File: config.mk
export PLATFORM = sky130hd
export DESIGN_NAME = reservation_station
export DESIGN_NICKNAME = d
export VERILOG_FILES = /design/src/rtl/reservation_station.sv
export SDC_FILE = /design/constraint.sdc
export NUM_CORES = 1
export LEC_CHECK = 0
export ABC_AREA = 1
export BUFFER_PORTS_ARGS = -buffer_cell sky130_fd_sc_hd__buf_2
export CORE_UTILIZATION = 45
export DETAILED_ROUTE_END_ITERATION = 8
export GPL_TIMING_DRIVEN = 1
export PLACE_DENSITY_LB_ADDON = 0.12
export SLEW_MARGIN = 15
export SYNTH_ARGS = -nofsm -noshare
export SYNTH_HDL_FRONTEND = slang
export SYNTH_SLANG_ARGS = --single-unit
File: constraint.sdc
create_clock -name CLK -period 3.15 [get_ports CLK]
set_clock_uncertainty 0.2 [all_clocks]
set_input_delay 0.315 -clock CLK [delete_from_list [all_inputs] [get_ports CLK]]
set_output_delay 0.315 -clock CLK [all_outputs]
set_load 0.005 [all_outputs]
File: src/rtl/reservation_station.sv
// Tomasulo reservation station: per-entry IDLE/WAIT/READY/EXEC tracking, CDB snoop, single-FU dispatch.
// Optional RS_AGE_PRIO_EN: dispatch picks the oldest READY entry instead of the lowest index.
//
// state | meaning
// IDLE  | entry free, may be allocated on issue
// WAIT  | allocated, at least one operand still pending on a CDB tag
// READY | both operands valid, waiting for the functional unit
// EXEC  | dispatched, held until its own tag appears on the CDB
module reservation_station #(
  parameter int NUM_ENTRIES = 3,
  parameter int BASE_TAG    = 1,
  parameter int TAG_W       = 4,
  parameter int DATA_W      = 16,
  parameter int OP_W        = 3
) (
  input  logic              CLK,
  input  logic              CLR,
  input  logic              issue_valid,
  output logic              issue_ready,
  input  logic [OP_W-1:0]   issue_op,
  input  logic [TAG_W-1:0]  issue_qj,
  input  logic [DATA_W-1:0] issue_vj,
  input  logic [TAG_W-1:0]  issue_qk,
  input  logic [DATA_W-1:0] issue_vk,
  output logic [TAG_W-1:0]  issue_tag,
  input  logic              cdb_valid,
  input  logic [TAG_W-1:0]  cdb_tag,
  input  logic [DATA_W-1:0] cdb_data,
  output logic              disp_valid,
  input  logic              disp_ready,
  output logic [OP_W-1:0]   disp_op,
  output logic [DATA_W-1:0] disp_a,
  output logic [DATA_W-1:0] disp_b,
  output logic [TAG_W-1:0]  disp_tag
);

  localparam int IDX_W = (NUM_ENTRIES > 1) ? $clog2(NUM_ENTRIES) : 1;

  typedef enum logic [1:0] {
    ST_IDLE  = 2'd0,
    ST_WAIT  = 2'd1,
    ST_READY = 2'd2,
    ST_EXEC  = 2'd3
  } state_t;

  state_t            r_state     [NUM_ENTRIES];
  state_t            w_state_nxt [NUM_ENTRIES];
  logic [OP_W-1:0]   r_op        [NUM_ENTRIES];
  logic [TAG_W-1:0]  r_qj        [NUM_ENTRIES];
  logic [DATA_W-1:0] r_vj        [NUM_ENTRIES];
  logic [TAG_W-1:0]  r_qk        [NUM_ENTRIES];
  logic [DATA_W-1:0] r_vk        [NUM_ENTRIES];

  logic                   w_issue_ready;
  logic [IDX_W-1:0]       w_issue_idx;
  logic                   w_issue_fire;
  logic                   w_disp_valid;
  logic [IDX_W-1:0]       w_disp_idx;
  logic                   w_disp_fire;
  logic                   w_byp_j;
  logic                   w_byp_k;
  logic [TAG_W-1:0]       w_in_qj;
  logic [TAG_W-1:0]       w_in_qk;
  logic [DATA_W-1:0]      w_in_vj;
  logic [DATA_W-1:0]      w_in_vk;
  logic [NUM_ENTRIES-1:0] w_snp_j;
  logic [NUM_ENTRIES-1:0] w_snp_k;

`ifdef RS_AGE_PRIO_EN
  logic [3:0] r_seq [NUM_ENTRIES];
  logic [3:0] r_seq_ctr;

  // Sequence numbers wrap; with at most 8 entries in flight the signed difference is unambiguous.
  function automatic logic seq_older(input logic [3:0] a, input logic [3:0] b);
    logic [3:0] d;
    d = a - b;
    return d[3];
  endfunction
`endif

  // Allocation: lowest-index IDLE entry
  always_comb begin
    w_issue_ready = 1'b0;
    w_issue_idx   = '0;
    for (int i = NUM_ENTRIES - 1; i >= 0; i--) begin
      if (r_state[i] == ST_IDLE) begin
        w_issue_ready = 1'b1;
        w_issue_idx   = IDX_W'(i);
      end
    end
  end

  always_comb begin
    w_disp_valid = 1'b0;
    w_disp_idx   = '0;
`ifdef RS_AGE_PRIO_EN
    for (int i = 0; i < NUM_ENTRIES; i++) begin
      if (r_state[i] == ST_READY &&
          (!w_disp_valid || seq_older(r_seq[i], r_seq[w_disp_idx]))) begin
        w_disp_valid = 1'b1;
        w_disp_idx   = IDX_W'(i);
      end
    end
`else
    for (int i = NUM_ENTRIES - 1; i >= 0; i--) begin
      if (r_state[i] == ST_READY) begin
        w_disp_valid = 1'b1;
        w_disp_idx   = IDX_W'(i);
      end
    end
`endif
  end

  assign w_issue_fire = issue_valid && w_issue_ready;
  assign w_disp_fire  = w_disp_valid && disp_ready;

  // A producer broadcasting in the issue cycle would otherwise be missed forever
  assign w_byp_j = cdb_valid && (issue_qj != '0) && (cdb_tag == issue_qj);
  assign w_byp_k = cdb_valid && (issue_qk != '0) && (cdb_tag == issue_qk);
  assign w_in_qj = w_byp_j ? '0 : issue_qj;
  assign w_in_qk = w_byp_k ? '0 : issue_qk;
  assign w_in_vj = w_byp_j ? cdb_data : issue_vj;
  assign w_in_vk = w_byp_k ? cdb_data : issue_vk;

  always_comb begin
    w_snp_j = '0;
    w_snp_k = '0;
    for (int i = 0; i < NUM_ENTRIES; i++) begin
      w_snp_j[i] = cdb_valid && (cdb_tag != '0) && (r_state[i] == ST_WAIT) && (r_qj[i] == cdb_tag);
      w_snp_k[i] = cdb_valid && (cdb_tag != '0) && (r_state[i] == ST_WAIT) && (r_qk[i] == cdb_tag);
    end
  end

  always_comb begin
    for (int i = 0; i < NUM_ENTRIES; i++) begin
      w_state_nxt[i] = r_state[i];
      case (r_state[i])
        ST_IDLE: begin
          if (w_issue_fire && w_issue_idx == IDX_W'(i)) begin
            if (w_in_qj == '0 && w_in_qk == '0) w_state_nxt[i] = ST_READY;
            else                                w_state_nxt[i] = ST_WAIT;
          end
        end
        ST_WAIT: begin
          if ((r_qj[i] == '0 || w_snp_j[i]) && (r_qk[i] == '0 || w_snp_k[i]))
            w_state_nxt[i] = ST_READY;
        end
        ST_READY: begin
          if (w_disp_fire && w_disp_idx == IDX_W'(i)) w_state_nxt[i] = ST_EXEC;
        end
        ST_EXEC: begin
          if (cdb_valid && cdb_tag == TAG_W'(BASE_TAG + i)) w_state_nxt[i] = ST_IDLE;
        end
        default: w_state_nxt[i] = ST_IDLE;
      endcase
    end
  end

  always_ff @(posedge CLK) begin
    if (CLR) begin
      for (int i = 0; i < NUM_ENTRIES; i++) r_state[i] <= ST_IDLE;
    end else begin
      for (int i = 0; i < NUM_ENTRIES; i++) r_state[i] <= w_state_nxt[i];
    end
  end

  always_ff @(posedge CLK) begin
    if (CLR) begin
      for (int i = 0; i < NUM_ENTRIES; i++) begin
        r_op[i] <= '0;
        r_qj[i] <= '0;
        r_vj[i] <= '0;
        r_qk[i] <= '0;
        r_vk[i] <= '0;
      end
    end else begin
      for (int i = 0; i < NUM_ENTRIES; i++) begin
        if (w_issue_fire && w_issue_idx == IDX_W'(i)) begin
          r_op[i] <= issue_op;
          r_qj[i] <= w_in_qj;
          r_vj[i] <= w_in_vj;
          r_qk[i] <= w_in_qk;
          r_vk[i] <= w_in_vk;
        end else begin
          if (w_snp_j[i]) begin
            r_qj[i] <= '0;
            r_vj[i] <= cdb_data;
          end
          if (w_snp_k[i]) begin
            r_qk[i] <= '0;
            r_vk[i] <= cdb_data;
          end
        end
      end
    end
  end

`ifdef RS_AGE_PRIO_EN
  always_ff @(posedge CLK) begin
    if (CLR) begin
      r_seq_ctr <= '0;
      for (int i = 0; i < NUM_ENTRIES; i++) r_seq[i] <= '0;
    end else if (w_issue_fire) begin
      r_seq_ctr <= r_seq_ctr + 4'd1;
      for (int i = 0; i < NUM_ENTRIES; i++) begin
        if (w_issue_idx == IDX_W'(i)) r_seq[i] <= r_seq_ctr;
      end
    end
  end
`endif

  assign issue_ready = w_issue_ready;
  assign issue_tag   = w_issue_ready ? TAG_W'(BASE_TAG) + TAG_W'(w_issue_idx) : TAG_W'(BASE_TAG);

  assign disp_valid = w_disp_valid;
  assign disp_op    = w_disp_valid ? r_op[w_disp_idx] : '0;
  assign disp_a     = w_disp_valid ? r_vj[w_disp_idx] : '0;
  assign disp_b     = w_disp_valid ? r_vk[w_disp_idx] : '0;
  assign disp_tag   = w_disp_valid ? TAG_W'(BASE_TAG) + TAG_W'(w_disp_idx) : '0;

endmodule

==> run metrics <==
outcome finished clean; H-Tree Depth 4; fraction of registers with async set/reset 0; class of the worst hold path primary input to register; final wirelength roughly 23 mm; Worst path max stage delay 0.38 ns; synthesized instance count ~1100; Power Dens Cells 710 nW/um^2; most frequent cells in the layout 326 x nand2_1, 121 x edfxtp_1, 119 x inv_1; initial drt markers 532; synth unique cells 40; required time of the worst setup path 2.63 ns; DR DRC count 0; unrepaired setup endpoints after global routing no; wire length on met3 approximately 1.3 mm; Crit Path Max Fanout 42; starting density of the core 0.461; ys flop type edfxtp_1; grt ovf 0; initial antenna violation count 0; IO Pins approximately 110; sequential fraction of the synthesis area 0.453; via count 7694; CTS sink count between 100 and 150; die footprint 19800 um^2; Synth top area share 0.420; largest net degree at the start of global routing 43; number of flops mapped to enable cells by yosys 121; leading area contributor after synthesis edfxtp_1; routed wl met2 about 11 mm; Final Critical Period between 2 and 3 ns; wire length per cell ~16 um; RD Place Congestion between 0.8 and 0.9; Final Hold Violating Endpoints 0; Pre-Repair DR Iteration Count 5; All-Layer GR Usage 0.243; worst vdd ir between 0.0004 and 0.0005 V; critical path arrival approximately 2.5 ns; Setup Viol. Count Final 0; period utilization 0.945; Post-Route Setup TNS 0 ns; Worst Setup Start Kind register; Leakage 4.75 nW; Die W between 100 and 150 um; metal1 wirelength about 11 mm; Reg clk slew, reported paths roughly 0.060 ns; vias in the first global route between 6000 and 7000; total power 7.26 mW; placed wire-length estimate 16.2 mm; Ant. Diodes 0; via/cell ratio 5.20; Max Cap Viol 0; critical path cell sequence inv_1 -> buf_4 -> ha_1 -> inv_1 -> nor3_1 -> inv_2 -> buf_4 -> o21ai_0 -> a31oi_1 -> buf_2; Layout Nets between 1000 and 1500; max layer used met4; Num CTS Buffers 17; kind of cell adding the most delay to the critical path buffers and inverters; post-route ant nets 0; layout cells sized above 1 0.216; Root Driver clkbuf_16; Clock Path Buffers 2; Tightest Pin Transition between 0.8 and 0.9 ns; leading post-synthesis cells by cell area edfxtp_1 42%, nand2_1 14%, o21ai_0 6.4%; CP max stage cell buf_4; die height approximately 140 um; count of pins over their slew limit 0; Synth Register Bits approximately 140; CTS tree yes; cell area after synthesis roughly 8600 um^2; WP buf/inv 6; Worst slew margin 0.459; Setup Crit Path Kind register to primary output; Clock Latency Late Sink roughly 0.42 ns; synthesized area per cell ~8 um^2; total core area around 19000 um^2; max frequency between 0.3 and 0.4 GHz; global-route wire length before repair ~37 mm; crit path capture type primary output; row count 50; number of port buffers 110; area grow syn2layout 18.3%; commonest non-fill, non-tap cell in the layout nand2_1; Ys Warns 0
sequential cells by signal, summed over array words and instances (netlist names):
signal   cells
r_state      6
r_vj        48
r_vk        48
r_qj        12
r_qk        12
r_op         9
Yosys cell counts, types with 4 or more instances:
cell / number
nand2_1: 326
nor2_2: 6
buf_2: 16
clkbuf_1: 23
or2_0: 4
o21ai_0: 111
or2_2: 22
nand2_2: 9
nor3_2: 4
ha_1: 21
a21oi_2: 5
buf_6: 9
inv_1: 119
o21ai_1: 25
buf_4: 10
a31oi_1: 36
xor2_1: 15
or2_1: 6
nor2_1: 104
nand3_1: 17
dfxtp_1: 14
nand3_2: 8
a21oi_1: 42
edfxtp_1: 121
nor2_4: 8
tightest hold or removal path, stage by stage:
cell and delay [ns]:
buf_2 0.08, nand2_1 0.04, inv_1 0.08
area by class of cell:
type / instances / area, um^2
Multi-Input combinational cell: 788 / 3920
Sequential cell: 135 / 3910
Clock buffer: 18 / 429
Clock inverter: 14 / 150
Fill cell: 1792 / 8540
Tap cell: 234 / 293
Timing Repair Buffer: 164 / 1040
Inverter: 127 / 485
power breakdown:
group | switching [mW] | total (mW) | leakage [nW] | internal (mW)
sequential | 0.146 | 2.70 | 1.37 | 2.56
combinational | 1.63 | 2.60 | 3.11 | 0.969
clock | 0.791 | 1.96 | 0.267 | 1.17
path summary, 6_finish.rpt:
kind,start,to,cells after the start,slack (ns)
max,r_state[0][4],disp_b[1],10,0.17
min,issue_op[1],r_op[0][1],3,0.004
max reg2reg,r_state[0][1],r_vj[2][1],11,0.21
min reg2reg,r_qk[2][0],r_qk[2][0],2,0.31
what timing repair did:
action / CTS / global route
gates cloned: 0 / 1
hold buffers: 2 / 0
setup endpoints to repair: 22 / 24
setup buffers: 0 / 0
pin swaps: 0 / 1
hold endpoints to repair: 6 / 0
resized for setup: 1 / 1
cells by family after synthesis:
group / share of synthesized area
simple gates: 0.261
compound gates: 0.142
buf+inv: 0.0967
flops: 0.453
fa+ha+maj: 0.0304
xor+xnor: 0.0172
other cells: 0.000434
stage by stage:
step	instances	utilization	hold WS [ns]	cell area, um^2	setup WS (ns)
detailed placement	1445	0.512	0.294	9610	0.0770
finish	1480	0.545	0.00443	10200	0.174
floorplan	1109	-	0.269	8650	0.326
CTS	1479	0.544	0.000496	10200	0.0576
global placement	1445	0.512	0.292	9610	0.145
global route	1480	0.545	0.0142	10200	0.0150
per-layer routing:
layer | vias up | track usage
met1 | 3593 | 0.341
met5 | - | 0
met4 | 0 | 0.0732
li1 | 3854 | -
met3 | 16 | 0.0333
met2 | 231 | 0.392
Power figures use the tool's default switching activity.
